File: config.mk
export PLATFORM = sky130hd
export DESIGN_NAME = spi_sclk_sequencer
export DESIGN_NICKNAME = d
export VERILOG_FILES = /design/src/rtl/spi_sclk_sequencer.sv
export SDC_FILE = /design/constraint.sdc
export NUM_CORES = 1
export LEC_CHECK = 0
export CORE_MARGIN = 5
export CORE_UTILIZATION = 53
export CTS_BUF_LIST = sky130_fd_sc_hd__clkbuf_16
export DETAILED_ROUTE_END_ITERATION = 12
export HOLD_SLACK_MARGIN = 0.15
export PLACE_DENSITY = 0.77
export SKIP_CTS_REPAIR_TIMING = 1
export SLEW_MARGIN = 10
export SYNTH_ARGS = -nofsm -noshare
export SYNTH_HDL_FRONTEND = slang
export SYNTH_SLANG_ARGS = --single-unit
File: constraint.sdc
create_clock -name CLK_4_167 -period 1.9 [get_ports CLK_4_167]
set_clock_uncertainty 0.05 [all_clocks]
set_input_delay 0.19 -clock CLK_4_167 [delete_from_list [all_inputs] [get_ports CLK_4_167]]
set_output_delay 0.19 -clock CLK_4_167 [all_outputs]
set_load 0.03 [all_outputs]
File: src/rtl/spi_sclk_sequencer.sv
// ============================================================================
// Module  : spi_sclk_sequencer
// Brief   : Registered SPI frame sequencer. Generates CS/SCLK for one frame in
//           any CPOL/CPHA mode, with per-edge shift/sample strobes.
// Revision: 1.0 - initial release
// ============================================================================
`default_nettype none

module spi_sclk_sequencer #(
    parameter int unsigned CLK_DIV    = 2,
    parameter int unsigned FRAME_BITS = 24,
    parameter bit          CPOL       = 1'b0,
    parameter bit          CPHA       = 1'b1,
    parameter int unsigned CS_SETUP   = 2,
    parameter int unsigned CS_HOLD    = 2,
    parameter int unsigned CNT_W      = 5
) (
    input  logic             CLK_4_167,
    input  logic             RESET,
    input  logic             START,
    input  logic             ABORT,
    output logic             BUSY,
    output logic             DONE,
    output logic             SPI_CS,
    output logic             SPI_SCLK,
    output logic             SHIFT_EDGE,
    output logic             SAMPLE_EDGE,
    output logic [CNT_W-1:0] BIT_CNT
);

    localparam int unsigned PH_MAX = (CS_SETUP > CS_HOLD) ? CS_SETUP : CS_HOLD;
    localparam int unsigned PH_W   = $clog2(PH_MAX + 1);
    localparam int unsigned DIV_W  = (CLK_DIV > 1) ? $clog2(CLK_DIV) : 1;
    localparam int unsigned EDGE_W = $clog2(2 * FRAME_BITS + 1);

    localparam logic [PH_W-1:0]   SETUP_LAST = PH_W'(CS_SETUP - 1);
    localparam logic [PH_W-1:0]   HOLD_LAST  = PH_W'(CS_HOLD - 1);
    localparam logic [DIV_W-1:0]  DIV_LAST   = DIV_W'(CLK_DIV - 1);
    localparam logic [EDGE_W-1:0] EDGE_LAST  = EDGE_W'(2 * FRAME_BITS - 1);
    localparam logic [CNT_W-1:0]  FRAME_MAX  = CNT_W'(FRAME_BITS);

    typedef enum logic [1:0] {
        S_IDLE  = 2'd0,
        S_SETUP = 2'd1,
        S_RUN   = 2'd2,
        S_HOLD  = 2'd3
    } state_t;

    state_t             state_q,   state_d;
    logic [PH_W-1:0]    phase_q,   phase_d;
    logic [DIV_W-1:0]   div_q,     div_d;
    logic [EDGE_W-1:0]  edge_q,    edge_d;
    logic [CNT_W-1:0]   bit_cnt_q, bit_cnt_d;
    logic               sclk_q,    sclk_d;
    logic               cs_q,      cs_d;
    logic               busy_q,    busy_d;
    logic               done_q,    done_d;
    logic               shift_q,   shift_d;
    logic               sample_q,  sample_d;
    logic               w_leading;
    logic               w_last;

    always_ff @(posedge CLK_4_167) begin
        if (RESET) begin
            state_q   <= S_IDLE;
            phase_q   <= '0;
            div_q     <= '0;
            edge_q    <= '0;
            bit_cnt_q <= '0;
            sclk_q    <= CPOL;
            cs_q      <= 1'b1;
            busy_q    <= 1'b0;
            done_q    <= 1'b0;
            shift_q   <= 1'b0;
            sample_q  <= 1'b0;
        end else begin
            state_q   <= state_d;
            phase_q   <= phase_d;
            div_q     <= div_d;
            edge_q    <= edge_d;
            bit_cnt_q <= bit_cnt_d;
            sclk_q    <= sclk_d;
            cs_q      <= cs_d;
            busy_q    <= busy_d;
            done_q    <= done_d;
            shift_q   <= shift_d;
            sample_q  <= sample_d;
        end
    end

    // Edge count before this toggle is even => this toggle is a leading edge.
    assign w_leading = ~edge_q[0];
    assign w_last    = (edge_q == EDGE_LAST);

    always_comb begin
        state_d   = state_q;
        phase_d   = phase_q;
        div_d     = div_q;
        edge_d    = edge_q;
        bit_cnt_d = bit_cnt_q;
        sclk_d    = sclk_q;
        cs_d      = cs_q;
        busy_d    = busy_q;
        done_d    = 1'b0;
        shift_d   = 1'b0;
        sample_d  = 1'b0;

        case (state_q)
            S_IDLE: begin
                if (START && !ABORT) begin
                    state_d   = S_SETUP;
                    phase_d   = '0;
                    cs_d      = 1'b0;
                    busy_d    = 1'b1;
                    bit_cnt_d = '0;
                    shift_d   = !CPHA && (CS_SETUP == 1);
                end
            end
            S_SETUP: begin
                if (phase_q == SETUP_LAST) begin
                    state_d = S_RUN;
                    div_d   = '0;
                    edge_d  = '0;
                end else begin
                    phase_d = phase_q + 1'b1;
                    // CPHA=0 presents bit 0 on the final setup cycle.
                    shift_d = !CPHA && ((phase_q + 1'b1) == SETUP_LAST);
                end
            end
            S_RUN: begin
                if (div_q == DIV_LAST) begin
                    div_d  = '0;
                    sclk_d = ~sclk_q;
                    edge_d = edge_q + 1'b1;
                    if (w_leading) begin
                        sample_d = !CPHA;
                        shift_d  = CPHA;
                    end else begin
                        sample_d = CPHA;
                        shift_d  = !CPHA && !w_last;
                    end
                    if (sample_d && (bit_cnt_q != FRAME_MAX)) begin
                        bit_cnt_d = bit_cnt_q + 1'b1;
                    end
                    if (w_last) begin
                        state_d = S_HOLD;
                        phase_d = '0;
                    end
                end else begin
                    div_d = div_q + 1'b1;
                end
            end
            S_HOLD: begin
                if (phase_q == HOLD_LAST) begin
                    state_d = S_IDLE;
                    cs_d    = 1'b1;
                    busy_d  = 1'b0;
                    done_d  = 1'b1;
                end else begin
                    phase_d = phase_q + 1'b1;
                end
            end
            default: begin
                state_d = S_IDLE;
            end
        endcase

        if (ABORT && (state_q != S_IDLE)) begin
            state_d  = S_IDLE;
            cs_d     = 1'b1;
            sclk_d   = CPOL;
            busy_d   = 1'b0;
            done_d   = 1'b0;
            shift_d  = 1'b0;
            sample_d = 1'b0;
        end
    end

    assign BUSY        = busy_q;
    assign DONE        = done_q;
    assign SPI_CS      = cs_q;
    assign SPI_SCLK    = sclk_q;
    assign SHIFT_EDGE  = shift_q;
    assign SAMPLE_EDGE = sample_q;
    assign BIT_CNT     = bit_cnt_q;

endmodule

`default_nettype wire
Word level (Yosys, flattened, before mapping)
Cells that the tools add are included.
W data, S select, Z words.
{"block": "op_classes", "n_reduce_logical": 20, "n_eq_ne": 13, "addsub": 4, "muxes": 31, "magnitude_cmp": 0, "div_mod_pow": 0, "bitwise": 4, "n_mul": 0, "shift": 0}
{"operator": "$mux W2", "count": 9}
{"operator": "$mux W5", "count": 3}
{"operator": "$ne A2 B2 Y1 const B", "count": 7}
{"operator": "$mux W6", "count": 2}
{"operator": "$pmux W6 S2", "count": 1}
{"operator": "$mux W1", "count": 10}
{"operator": "$pmux W5 S2", "count": 1}
{"operator": "$pmux W2 S4", "count": 1}
{"operator": "$reduce_and A4 Y1", "count": 2}
{"operator": "$reduce_bool A2 Y1", "count": 4}
{"operator": "$add A6 B1 Y6 const B", "count": 1}
{"operator": "$eq A6 B6 Y1 const B", "count": 1}
{"operator": "$pmux W1 S2", "count": 3}
{"operator": "$pmux W2 S3", "count": 1}
{"operator": "$reduce_and A3 Y1", "count": 2}
{"operator": "$add A5 B1 Y5 const B", "count": 1}
{"operator": "$ne A5 B5 Y1 const B", "count": 1}
{"operator": "$reduce_and A5 Y1", "count": 1}
{"operator": "$eq A2 B1 Y1 const B", "count": 2}
{"operator": "$eq A2 B2 Y1 const B", "count": 2}
{"operator": "$not A1 Y1", "count": 4}
{"operator": "$reduce_and A2 Y1", "count": 2}
{"operator": "$reduce_or A2 Y1", "count": 2}
{"operator": "$reduce_or A4 Y1", "count": 1}
{"operator": "other kinds (6)", "count": 8}
{"block": "word_totals", "mem_bits_ro": 0, "input_bits": 4, "ram_bits": 0, "n_memories": 0, "reg_bits": 22, "latch_bits": 0, "word_cells": 83, "output_inout_bits": 11}

Depth between registers and ports, before layout
Gate-level depths: netlist of run 1.
{"block": "logic_depth", "ltp_word": 7, "depth_mapped": 7, "ltp_nobuf": 6}

Least setup slack after synthesis of run 1
OpenSTA, ideal clock, no wires.
{"block": "synth_path", "path_type": "register to register", "from": "register bit_cnt_q[0] (netlist: BIT_CNT[0])", "to": "register bit_cnt_q[4] (netlist: BIT_CNT[4])", "path_slack_ns": 0.155, "path_buffers": 0, "period_less_slack_ns": 1.745, "required_ns": 1.758, "setup_ns": 0.092, "stages_incl_launch_ff": 7, "arrival_time_ns": 1.603, "cell_sequence": "dfxtp_1 inv_1 ha_1 nand4b_1 nand3_1 or3_4 o32ai_1"}
{"block": "synth_via", "elab_chain_len": 4, "word_cells_on_any_way": 8, "cone_classes": "add/sub: 1; eq/ne: 2; mux: 3; reduce/logical: 2"}
{"element": "start: declaration", "line": "53", "rtl": "logic [CNT_W-1:0] bit_cnt_q, bit_cnt_d;"}
{"element": "start signal: assignment", "line": "81", "rtl": "bit_cnt_q <= bit_cnt_d;"}
{"element": "$add A5 B1 Y5 / $ne A5 B5 Y1 (equally long branches)", "line": "143, 142"}
{"element": "$mux W5 / $logic_and A1 B1 Y1 (equally long branches)", "line": "142", "rtl": "if (sample_d && (bit_cnt_q != FRAME_MAX)) begin"}
{"element": "$mux W5 / $ne A2 B2 Y1 (equally long branches)"}
{"element": "$pmux W5 S2 / $reduce_and A4 Y1 (equally long branches)"}
Parallel ways exist; a longest one is shown, timed or not. The select of a mux whose other input is x is not followed.
A chain may end at the register's enable or synchronous reset.

Worst setup path after layout of run 1
{"block": "layout_path", "from": "register state_q[0]", "to": "register bit_cnt_q[4] (netlist: BIT_CNT[4])"}
{"block": "layout_via", "elab_chain_len": 3, "word_cells_on_any_way": 8, "cone_classes": "eq/ne: 4; mux: 1; reduce/logical: 3"}
{"element": "start: declaration", "line": "49", "rtl": "state_t state_q, state_d;"}
{"element": "start signal: assignment", "line": "77", "rtl": "state_q <= state_d;"}
{"element": "$eq A2 B2 Y1 / $logic_not A2 Y1 (equally long branches)", "line": "108", "rtl": "case (state_q)"}
{"element": "$ne A2 B2 Y1 (no source line) / $reduce_bool A2 Y1 (equally long branches)"}
{"element": "$reduce_and A4 Y1 (no source line)"}
Parallel ways exist; a longest one is shown, timed or not.

==> results.toml, run 1 <==
[synthesis]
netlist_area_mm2 = 0.00117
muxShareOfSynthArea_pct = 1.71
synth_seq_area_share_pct = 37.5
yosys.area_share.simple_pct = 25.8
yosys_warnings = 0
synth_cell_type_count = 40
synth.avg_cell_area_um2 = 8.76
synth_nets = 146
synth-compound-area-share_pct = 17.4
synth_xor_area_share_pct = 3.73
synth_top_family_by_area = "simple AND/OR/NAND/NOR gates"
syn_inst = 134
ys_ff_latch = 22
synth_fa_ha_area_share_pct = 8.53

[critical_path]
crit_required_ns = 2.01
crit_path_start_kind = "flop"
criticalPathCategory = "flop to flop"
cp_max_fo = 8
arrival_ns = 1.93
cp-end-kind = "flop"

[timing]
slew_viol_final = 0
relSlewSlack_pct = 61.2
setup_tns_ns = 0
setup_viol = 0
rsz0062_at_grt = "no"
tightest_slew_ns = 0.566
finalHoldViolations = 0
layout_min_cycle_time_ns = 1.81
max_freq_ghz = 0.552
worst_hold_slack_ns = 0.454
period_share_pct = 95.4

[floorplanning]
coreArea_mm2 = 0.00217
dieArea_mm2 = 0.00326
die_height_um = 57.1
start_util_pct = 54.1
io_pins = 15
die_w_um = 57.1
rows = 17

[clock_tree]
numCtsBuffers = 3
htree_levels = 1
insertion_delay_ns = 0.26
clk_path_buf_depth = 2
cts_tree = "done"
clk_pin_slew_ns = 0.06
clock-sinks = 22
cts_root_buf = "clkbuf_16"

[global_routing]
grt_usage_pct = 16.9
antenna_found_initial = 0
overflow = 0
grt_pass1_wl_um = 4350
grt_max_degree = 14
grt_pass1_vias = 990

[job]
drv_cap = 0

[place]
dp_hpwl_um = 1880
dpl.cell_count = 179
finalWeightedCongestion = 0.833
io_buffers = 14

[worst_hold_path]
hold_class = "flop to flop"

[detailed_routing]
drc = 0
wire_per_inst_um = 13.7
firstDrtPassIters = 4
first_iter_violations = 17
viasPerCell = 5.63
finalWirelength_um = 2500
vias = 1030
ant_nets = 0

[cells_and_area]
finalNetCount = 168
stdcell_count = 183
multiInputGateArea_um2 = 671
nFillCells = 178
area.sequential_um2 = 440
drive_above_1_share_pct = 11.6
areaGrowthSynthToFinish_pct = 26.5
diodes = 0

[power]
p_per_area_mw_per_mm2 = 1110
p_leak_nw = 0.552
max-vdd-ir-drop_v = 0.000661

[status]
outcome = "complete, no violations"
[synth_stat cells]
master | number | area, um^2
buf_2 | 2 | 10.0
o311ai_0 | 1 | 8.76
a31o_2 | 1 | 8.76
or3_4 | 1 | 11.3
nor2b_4 | 1 | 13.8
nor3_1 | 6 | 30.0
inv_1 | 11 | 41.3
o22ai_1 | 2 | 12.5
nor3b_1 | 3 | 22.5
o31ai_1 | 2 | 15.0
nor2_1 | 11 | 41.3
and3_1 | 1 | 6.26
o21a_1 | 1 | 7.51
nand3b_1 | 2 | 15.0
mux2i_1 | 2 | 20.0
and4_1 | 1 | 8.76
a21boi_0 | 1 | 7.51
a32o_1 | 2 | 20.0
or2_2 | 1 | 6.26
and2_1 | 2 | 12.5
nand2b_1 | 2 | 12.5
dfxtp_1 | 22 | 440
a221oi_1 | 1 | 8.76
clkbuf_1 | 1 | 3.75
nor2b_1 | 4 | 25.0
a31oi_1 | 1 | 6.26
o21ai_0 | 4 | 20.0
nand4b_1 | 1 | 8.76
o32ai_1 | 3 | 26.3
nand4_1 | 1 | 6.26
nand3_1 | 5 | 25.0
ha_1 | 8 | 100
nor4_2 | 1 | 12.5
and2b_1 | 1 | 7.51
nand2_1 | 10 | 37.5
xnor2_1 | 5 | 43.8
o22ai_4 | 1 | 20.0
a22oi_1 | 1 | 7.51
a21oi_1 | 7 | 35.0
buf_4 | 1 | 7.51
[worst max-delay path, cell delays in order, from the launching register on]
cell and delay (ns):
dfxtp_1 0.36, inv_1 0.09, ha_1 0.29, inv_2 0.14, o22ai_4 0.11, or3_4 0.42, o32ai_1 0.26
[sequential cells by signal (all words and copies together) (netlist names)]
register	flops
edge_q	6
BIT_CNT	5
phase_q	2
state_q	2
BUSY	1
DONE	1
SAMPLE_EDGE	1
SHIFT_EDGE	1
SPI_CS	1
SPI_SCLK	1
div_q	1
[worst paths after layout]
path / start / endpoint / slack (ns) / cells past startpoint
max reg2reg: state_q[0]$_SDFFE_PP0P_ / BIT_CNT[4]$_SDFFE_PP0P_ / 0.09 / 6
max: state_q[0]$_SDFFE_PP0P_ / BIT_CNT[4]$_SDFFE_PP0P_ / 0.09 / 6
min: phase_q[1]$_SDFFE_PP0P_ / phase_q[1]$_SDFFE_PP0P_ / 0.45 / 1
min reg2reg: phase_q[1]$_SDFFE_PP0P_ / phase_q[1]$_SDFFE_PP0P_ / 0.45 / 1
[per-stage QoR]
| stage | util, % | setup WS, ns | instance area, um^2 | total power, mW |
|---|---|---|---|---|
| after floorplan | - | 0.155 | 1170 | 0.910 |
| after global placement | 63.6 | 0.159 | 1380 | 1.04 |
| after detailed placement | 63.6 | 0.0781 | 1380 | 1.06 |
| after CTS | 68.5 | 0.0422 | 1490 | 1.65 |
| after global routing | 68.5 | 0.000226 | 1490 | 1.75 |
| final | 68.5 | 0.0868 | 1490 | 1.65 |
[power by group]
group          internal, mW  switching [mW]  leakage [nW]
clock network         0.418           0.171        0.0511
registers             0.499          0.0386         0.178
logic                 0.224           0.303         0.323
[routing by layer]
layer  GRT usage [%]  routed length, um
met5               0                  0
met4            7.95                 60
met3            2.94                105
met2            27.2               1170
met1            21.8               1160
[final cells by class]
cell class              count  area share [%]
clock inverters             1            2.02
flip-flops and latches     22            29.7
multi-input cells          97            45.2
well taps                  28            2.36
repair buffers             21            13.0
inverters                  11            2.78
clock buffers               3            5.05
[kinds of logic after synthesis]
| logic type | count (synthesis) |
|---|---|
| mux | 2 |
| compound gates | 28 |
| buf+inv | 15 |
| simple gates | 54 |
| fa+ha+maj | 8 |
| flops | 22 |
| xor+xnor | 5 |
[cells in the final DEF, fill, tap and decap left out, types with 4 or more instances in the layout]
| master | netlist | layout |
|---|---|---|
| o21ai_0 | 4 | 4 |
| ha_1 | 8 | 8 |
| nand2_1 | 10 | 10 |
| a21oi_1 | 7 | 7 |
| nand3_1 | 5 | 5 |
| clkdlybuf4s50_1 | 0 | 14 |
| nor3_1 | 6 | 6 |
| xnor2_1 | 5 | 5 |
| inv_1 | 11 | 10 |
| dfxtp_1 | 22 | 22 |
| nor2_1 | 11 | 11 |
| buf_4 | 1 | 7 |
| nor2b_1 | 4 | 4 |
(Power assumes the default switching activity.)
==> run 2, diff against run 1 <==
--- a/config.mk
+++ b/config.mk
@@ -8,9 +8,11 @@
 export CORE_MARGIN = 5
 export CORE_UTILIZATION = 53
 export CTS_BUF_LIST = sky130_fd_sc_hd__clkbuf_16
+export CTS_CLUSTER_DIAMETER = 60
 export DETAILED_ROUTE_END_ITERATION = 12
 export HOLD_SLACK_MARGIN = 0.15
 export PLACE_DENSITY = 0.77
+export REMOVE_ABC_BUFFERS = 1
 export SKIP_CTS_REPAIR_TIMING = 1
 export SLEW_MARGIN = 10
 export SYNTH_ARGS = -nofsm -noshare
==> run 2 against run 1 <==
Against the previous run:
- first-iteration DRC count up 41%
- sequential share of layout area up 0.40 points
- non-clock buffer count up 1
- maximum frequency up 4.9%
- hold slack worse by 0.0099 ns
- die area unchanged
- critical path type unchanged
- critical endpoint unchanged
- highest routed layer unchanged
==> results.toml, run 2 (same netlist as run 1, synthesis figures left out) <==
[floorplanning]
rows = 17
start_util_pct = 54.1
coreArea_mm2 = 0.00217
io_pins = 15
die_w_um = 57.1
die_height_um = 57.1
dieArea_mm2 = 0.00326

[clock_tree]
insertion_delay_ns = 0.25
clk_path_buf_depth = 2
cts_tree = "done"
cts_root_buf = "clkbuf_16"
clk_pin_slew_ns = 0.05
htree_levels = 1
numCtsBuffers = 3
clock-sinks = 22

[global_routing]
grt_pass1_vias = 990
grt_max_degree = 12
grt_pass1_wl_um = 4150
overflow = 0
grt_usage_pct = 16.1
antenna_found_initial = 0

[job]
drv_cap = 0

[power]
p_int_mw = 1.01
p_per_area_mw_per_mm2 = 1030
max-vdd-ir-drop_v = 0.000601
power_frac_clock_pct = 28.5
combinationalPowerShare_pct = 35.7
p_leak_nw = 0.538
power.switching_mw = 0.496
power_frac_seq_pct = 35.8
swShare_pct = 32.9

[critical_path]
arrival_ns = 1.84
startpoint = "state_q[0]$_SDFFE_PP0P_"
criticalPathCategory = "flop to flop"
endpoint = "BIT_CNT[4]$_SDFFE_PP0P_"
crit_path_start_kind = "flop"
r2r_start = "state_q[0]$_SDFFE_PP0P_"
cp-end-kind = "flop"
ff2ff_setup_slack_ns = 0.17
r2r_cells = 6
r2r_end = "BIT_CNT[4]$_SDFFE_PP0P_"
cp_max_fo = 7
crit_required_ns = 2.01

[cells_and_area]
nFillCells = 185
diodes = 0
max_flop_register = "edge_q"
mostFrequentLayoutCell = "dfxtp_1"
fin_util_pct = 67.5
drive_above_1_share_pct = 12.9
areaGrowthSynthToFinish_pct = 24.8
area.sequential_um2 = 440
finalNetCount = 169
layout_common_cells = "dfxtp_1 (22), clkdlybuf4s50_1 (14), nor2_1 (11)"
largest_register_ffs = 6
multiInputGateArea_um2 = 673

[place]
dp_hpwl_um = 1900
io_buffers = 14
finalWeightedCongestion = 0.896

[timing]
max_freq_ghz = 0.579
setup_viol = 0
relSlewSlack_pct = 75.1
finalHoldViolations = 0
layout_min_cycle_time_ns = 1.73
tightest_slew_ns = 0.370
slew_viol_final = 0
rsz0062_at_grt = "no"
setup_tns_ns = 0
period_share_pct = 91.0

[status]
outcome = "complete, no violations"

[detailed_routing]
wire_per_inst_um = 13.5
finalWirelength_um = 2480
ant_nets = 0
firstDrtPassIters = 4
viasPerCell = 5.75
first_iter_violations = 24
drc = 0
vias = 1053

[worst_hold_path]
hold_class = "flop to flop"
## run 2: cell count changes in the layout (fill, tap and decap cells not counted), sizes merged
cell    previous run  this run
bufinv             1         0
buf                7         8
## run 2: final cells by class
type | count | share of cell area (%)
clock buffer | 3 | 5.12
inverter | 11 | 2.82
multi-input combinational | 97 | 45.9
sequential | 22 | 30.1
tap | 28 | 2.39
timing repair buffer | 22 | 13.7
## run 2: per-stage QoR
| step | setup WS [ns] | hold slack [ns] | power [mW] | instances | area (um^2) |
|---|---|---|---|---|---|
| detailed placement | 0.0784 | 0.439 | 1.07 | 180 | 1390 |
| floorplan | 0.147 | 0.209 | 0.899 | 130 | 1150 |
| global placement | 0.161 | 0.429 | 1.05 | 180 | 1390 |
| global route | 0.0366 | 0.484 | 1.59 | 183 | 1470 |
| CTS | 0.0594 | 0.452 | 1.51 | 183 | 1460 |
| finish | 0.172 | 0.444 | 1.50 | 183 | 1470 |
## run 2: power groups by stage
stage          Sequential [mW]  Combinational, mW  Clock [mW]
6_report                 0.539              0.537       0.429
5_1_grt                  0.544              0.586       0.459
4_1_cts                  0.539              0.529       0.437
3_5_place_dp             0.548              0.523           0
3_3_place_gp             0.545              0.509           0
2_1_floorplan            0.571              0.328           0
## run 2: worst min-delay path by stage
stage | start | endpoint | cells past startpoint
after floorplan | RESET | edge_q[0]$_SDFFE_PP0P_ | 1
after global placement | BIT_CNT[4]$_SDFFE_PP0P_ | BIT_CNT[4]$_SDFFE_PP0P_ | 2
after detailed placement | phase_q[1]$_SDFFE_PP0P_ | phase_q[1]$_SDFFE_PP0P_ | 1
after CTS | phase_q[1]$_SDFFE_PP0P_ | phase_q[1]$_SDFFE_PP0P_ | 1
after global routing | phase_q[1]$_SDFFE_PP0P_ | phase_q[1]$_SDFFE_PP0P_ | 1
final | phase_q[1]$_SDFFE_PP0P_ | phase_q[1]$_SDFFE_PP0P_ | 1
## run 2: metal layers
| metal | global-route usage (%) | routed length [um] |
|---|---|---|
| met1 | 19.5 | 1140 |
| met2 | 26.4 | 1190 |
| met3 | 3.17 | 91 |
| met4 | 8.94 | 49 |
| met5 | 0 | 0 |
## run 2: critical path, stage by stage, from the launching register on
cell	delay [ns]
dfxtp_1	0.32
inv_1	0.10
ha_2	0.25
buf_4	0.16
nand3_1	0.11
or3_4	0.38
o32ai_1	0.26
==> run 3, diff against run 2 <==
--- a/config.mk
+++ b/config.mk
@@ -5,7 +5,7 @@
 export SDC_FILE = /design/constraint.sdc
 export NUM_CORES = 1
 export LEC_CHECK = 0
-export CORE_MARGIN = 5
+export CORE_MARGIN = 4
 export CORE_UTILIZATION = 53
 export CTS_BUF_LIST = sky130_fd_sc_hd__clkbuf_16
 export CTS_CLUSTER_DIAMETER = 60
==> run 3 against run 2 <==
Against the previous run:
- clock-buffer cell count unchanged
- worst setup slack worse by 0.092 ns
- maximum frequency down 5.1%
- critical path type unchanged
- sequential cell count unchanged
- global-route usage up 2.5 points
- register-to-register slack worse by 0.09 ns
- critical endpoint unchanged
- die area down 6.9%
- combinational power down 2%
- cell count unchanged
- largest power group is now the clock network
- clock power up 35%
==> results.toml, run 3 (same netlist as run 1, synthesis figures left out) <==
[timing]
period_share_pct = 95.8
setup_viol = 0
relSlewSlack_pct = 59.9
slew_viol_final = 0
finalHoldViolations = 0
tightest_slew_ns = 0.585
setup_tns_ns = 0
rsz0062_at_grt = "no"
layout_min_cycle_time_ns = 1.82
max_freq_ghz = 0.549

[place]
dp_hpwl_um = 1850
finalWeightedCongestion = 0.826
io_buffers = 14
place_area_mm2 = 0.00139

[critical_path]
ff2ff_setup_slack_ns = 0.08
crit_path_start_kind = "flop"
cp-end-kind = "flop"
max_stage_delay_ns = 0.42
critPathBufInv = 2
cp_max_fo = 8
cp_common_cell = "inv_1"
crit_required_ns = 2.01
cpMaxStageDelayCell = "or3_4"
critical_path.cell_chain = "inv_1 -> ha_1 -> inv_1 -> o22ai_4 -> or3_4 -> o32ai_1"
criticalPathCategory = "flop to flop"
arrival_ns = 1.93
path_delay_family = "simple AND/OR/NAND/NOR gates"

[floorplanning]
rows = 16
die_w_um = 55.1
coreArea_mm2 = 0.00202
start_util_pct = 58.0
die_height_um = 55.1
dieArea_mm2 = 0.00303
io_pins = 15

[clock_tree]
numCtsBuffers = 3
clk_path_buf_depth = 2
insertion_delay_ns = 0.25
cts_root_buf = "clkbuf_16"
clock-sinks = 22
clk_pin_slew_ns = 0.06
htree_levels = 1
cts_tree = "done"

[power]
max-vdd-ir-drop_v = 0.000767
p_per_area_mw_per_mm2 = 1100
p_leak_nw = 0.554
total_power_mw = 1.65

[cells_and_area]
nFillCells = 145
layout_common_cells = "dfxtp_1 (22), clkdlybuf4s50_1 (14), inv_1 (11), nor2_1 (11), nand2_1 (10)"
finalInstanceArea_mm2 = 0.00149
area.sequential_um2 = 440
diodes = 0
multiInputGateArea_um2 = 673
finalNetCount = 169
areaGrowthSynthToFinish_pct = 27.3
max_flop_register = "edge_q"
mostFrequentLayoutCell = "dfxtp_1"
drive_above_1_share_pct = 12.2
largest_register_ffs = 6

[global_routing]
grt_pass1_vias = 912
grt_usage_pct = 18.5
overflow = 0
antenna_found_initial = 0
grt_max_degree = 14
grt_pass1_wl_um = 4050

[detailed_routing]
wire_per_inst_um = 13.6
finalWirelength_um = 2490
ant_nets = 0
first_iter_violations = 33
drc = 0
vias = 1022
viasPerCell = 5.58
firstDrtPassIters = 4

[status]
outcome = "complete, no violations"

[job]
drv_cap = 0

[worst_hold_path]
hold_class = "flop to flop"
run 3: through the flow:
step / setup slack (ns) / hold WS (ns) / util, % / instances
floorplan: 0.147 / 0.209 / - / 130
global placement: 0.147 / 0.425 / 68.6 / 179
detailed placement: 0.0459 / 0.451 / 68.6 / 179
CTS: 0.0302 / 0.459 / 73.8 / 183
global route: 0.00519 / 0.467 / 73.9 / 183
finish: 0.0797 / 0.457 / 73.9 / 183
run 3: layer usage:
layer | wire length, um | part of all wire [%] | GRT usage, %
met5 | 0 | 0 | 0
met3 | 78 | 3.1 | 4.02
met1 | 1190 | 48 | 23.8
met4 | 16 | 0.64 | 7.29
met2 | 1210 | 48 | 30.1
run 3: path summary, 6_finish.rpt:
kind | startpoint | endpoint | cells past startpoint
worst max-delay path | state_q[1]$_SDFFE_PP0P_ | BIT_CNT[4]$_SDFFE_PP0P_ | 6
worst min-delay path | BIT_CNT[4]$_SDFFE_PP0P_ | BIT_CNT[4]$_SDFFE_PP0P_ | 2
worst max register to register | state_q[1]$_SDFFE_PP0P_ | BIT_CNT[4]$_SDFFE_PP0P_ | 6
worst min register to register | BIT_CNT[4]$_SDFFE_PP0P_ | BIT_CNT[4]$_SDFFE_PP0P_ | 2
run 3: cell type report:
type	count	area share, %
well taps	27	2.26
clock inverters	1	2.01
repair buffers	22	13.4
flip-flops and latches	22	29.5
clock buffers	3	5.03
multi-input cells	97	45.1
inverters	11	2.76
run 3: worst register-to-register path: stages (launching register included):
cell and delay [ns]:
dfxtp_1 0.40, inv_1 0.10, ha_1 0.20, inv_1 0.15, o22ai_4 0.12, or3_4 0.42
o32ai_1 0.28
run 3: report_power, final:
group	total, mW	internal (mW)	switching (mW)
logic	0.527	0.225	0.302
registers	0.539	0.499	0.0394
clock network	0.581	0.418	0.163
total	1.65	1.14	0.504
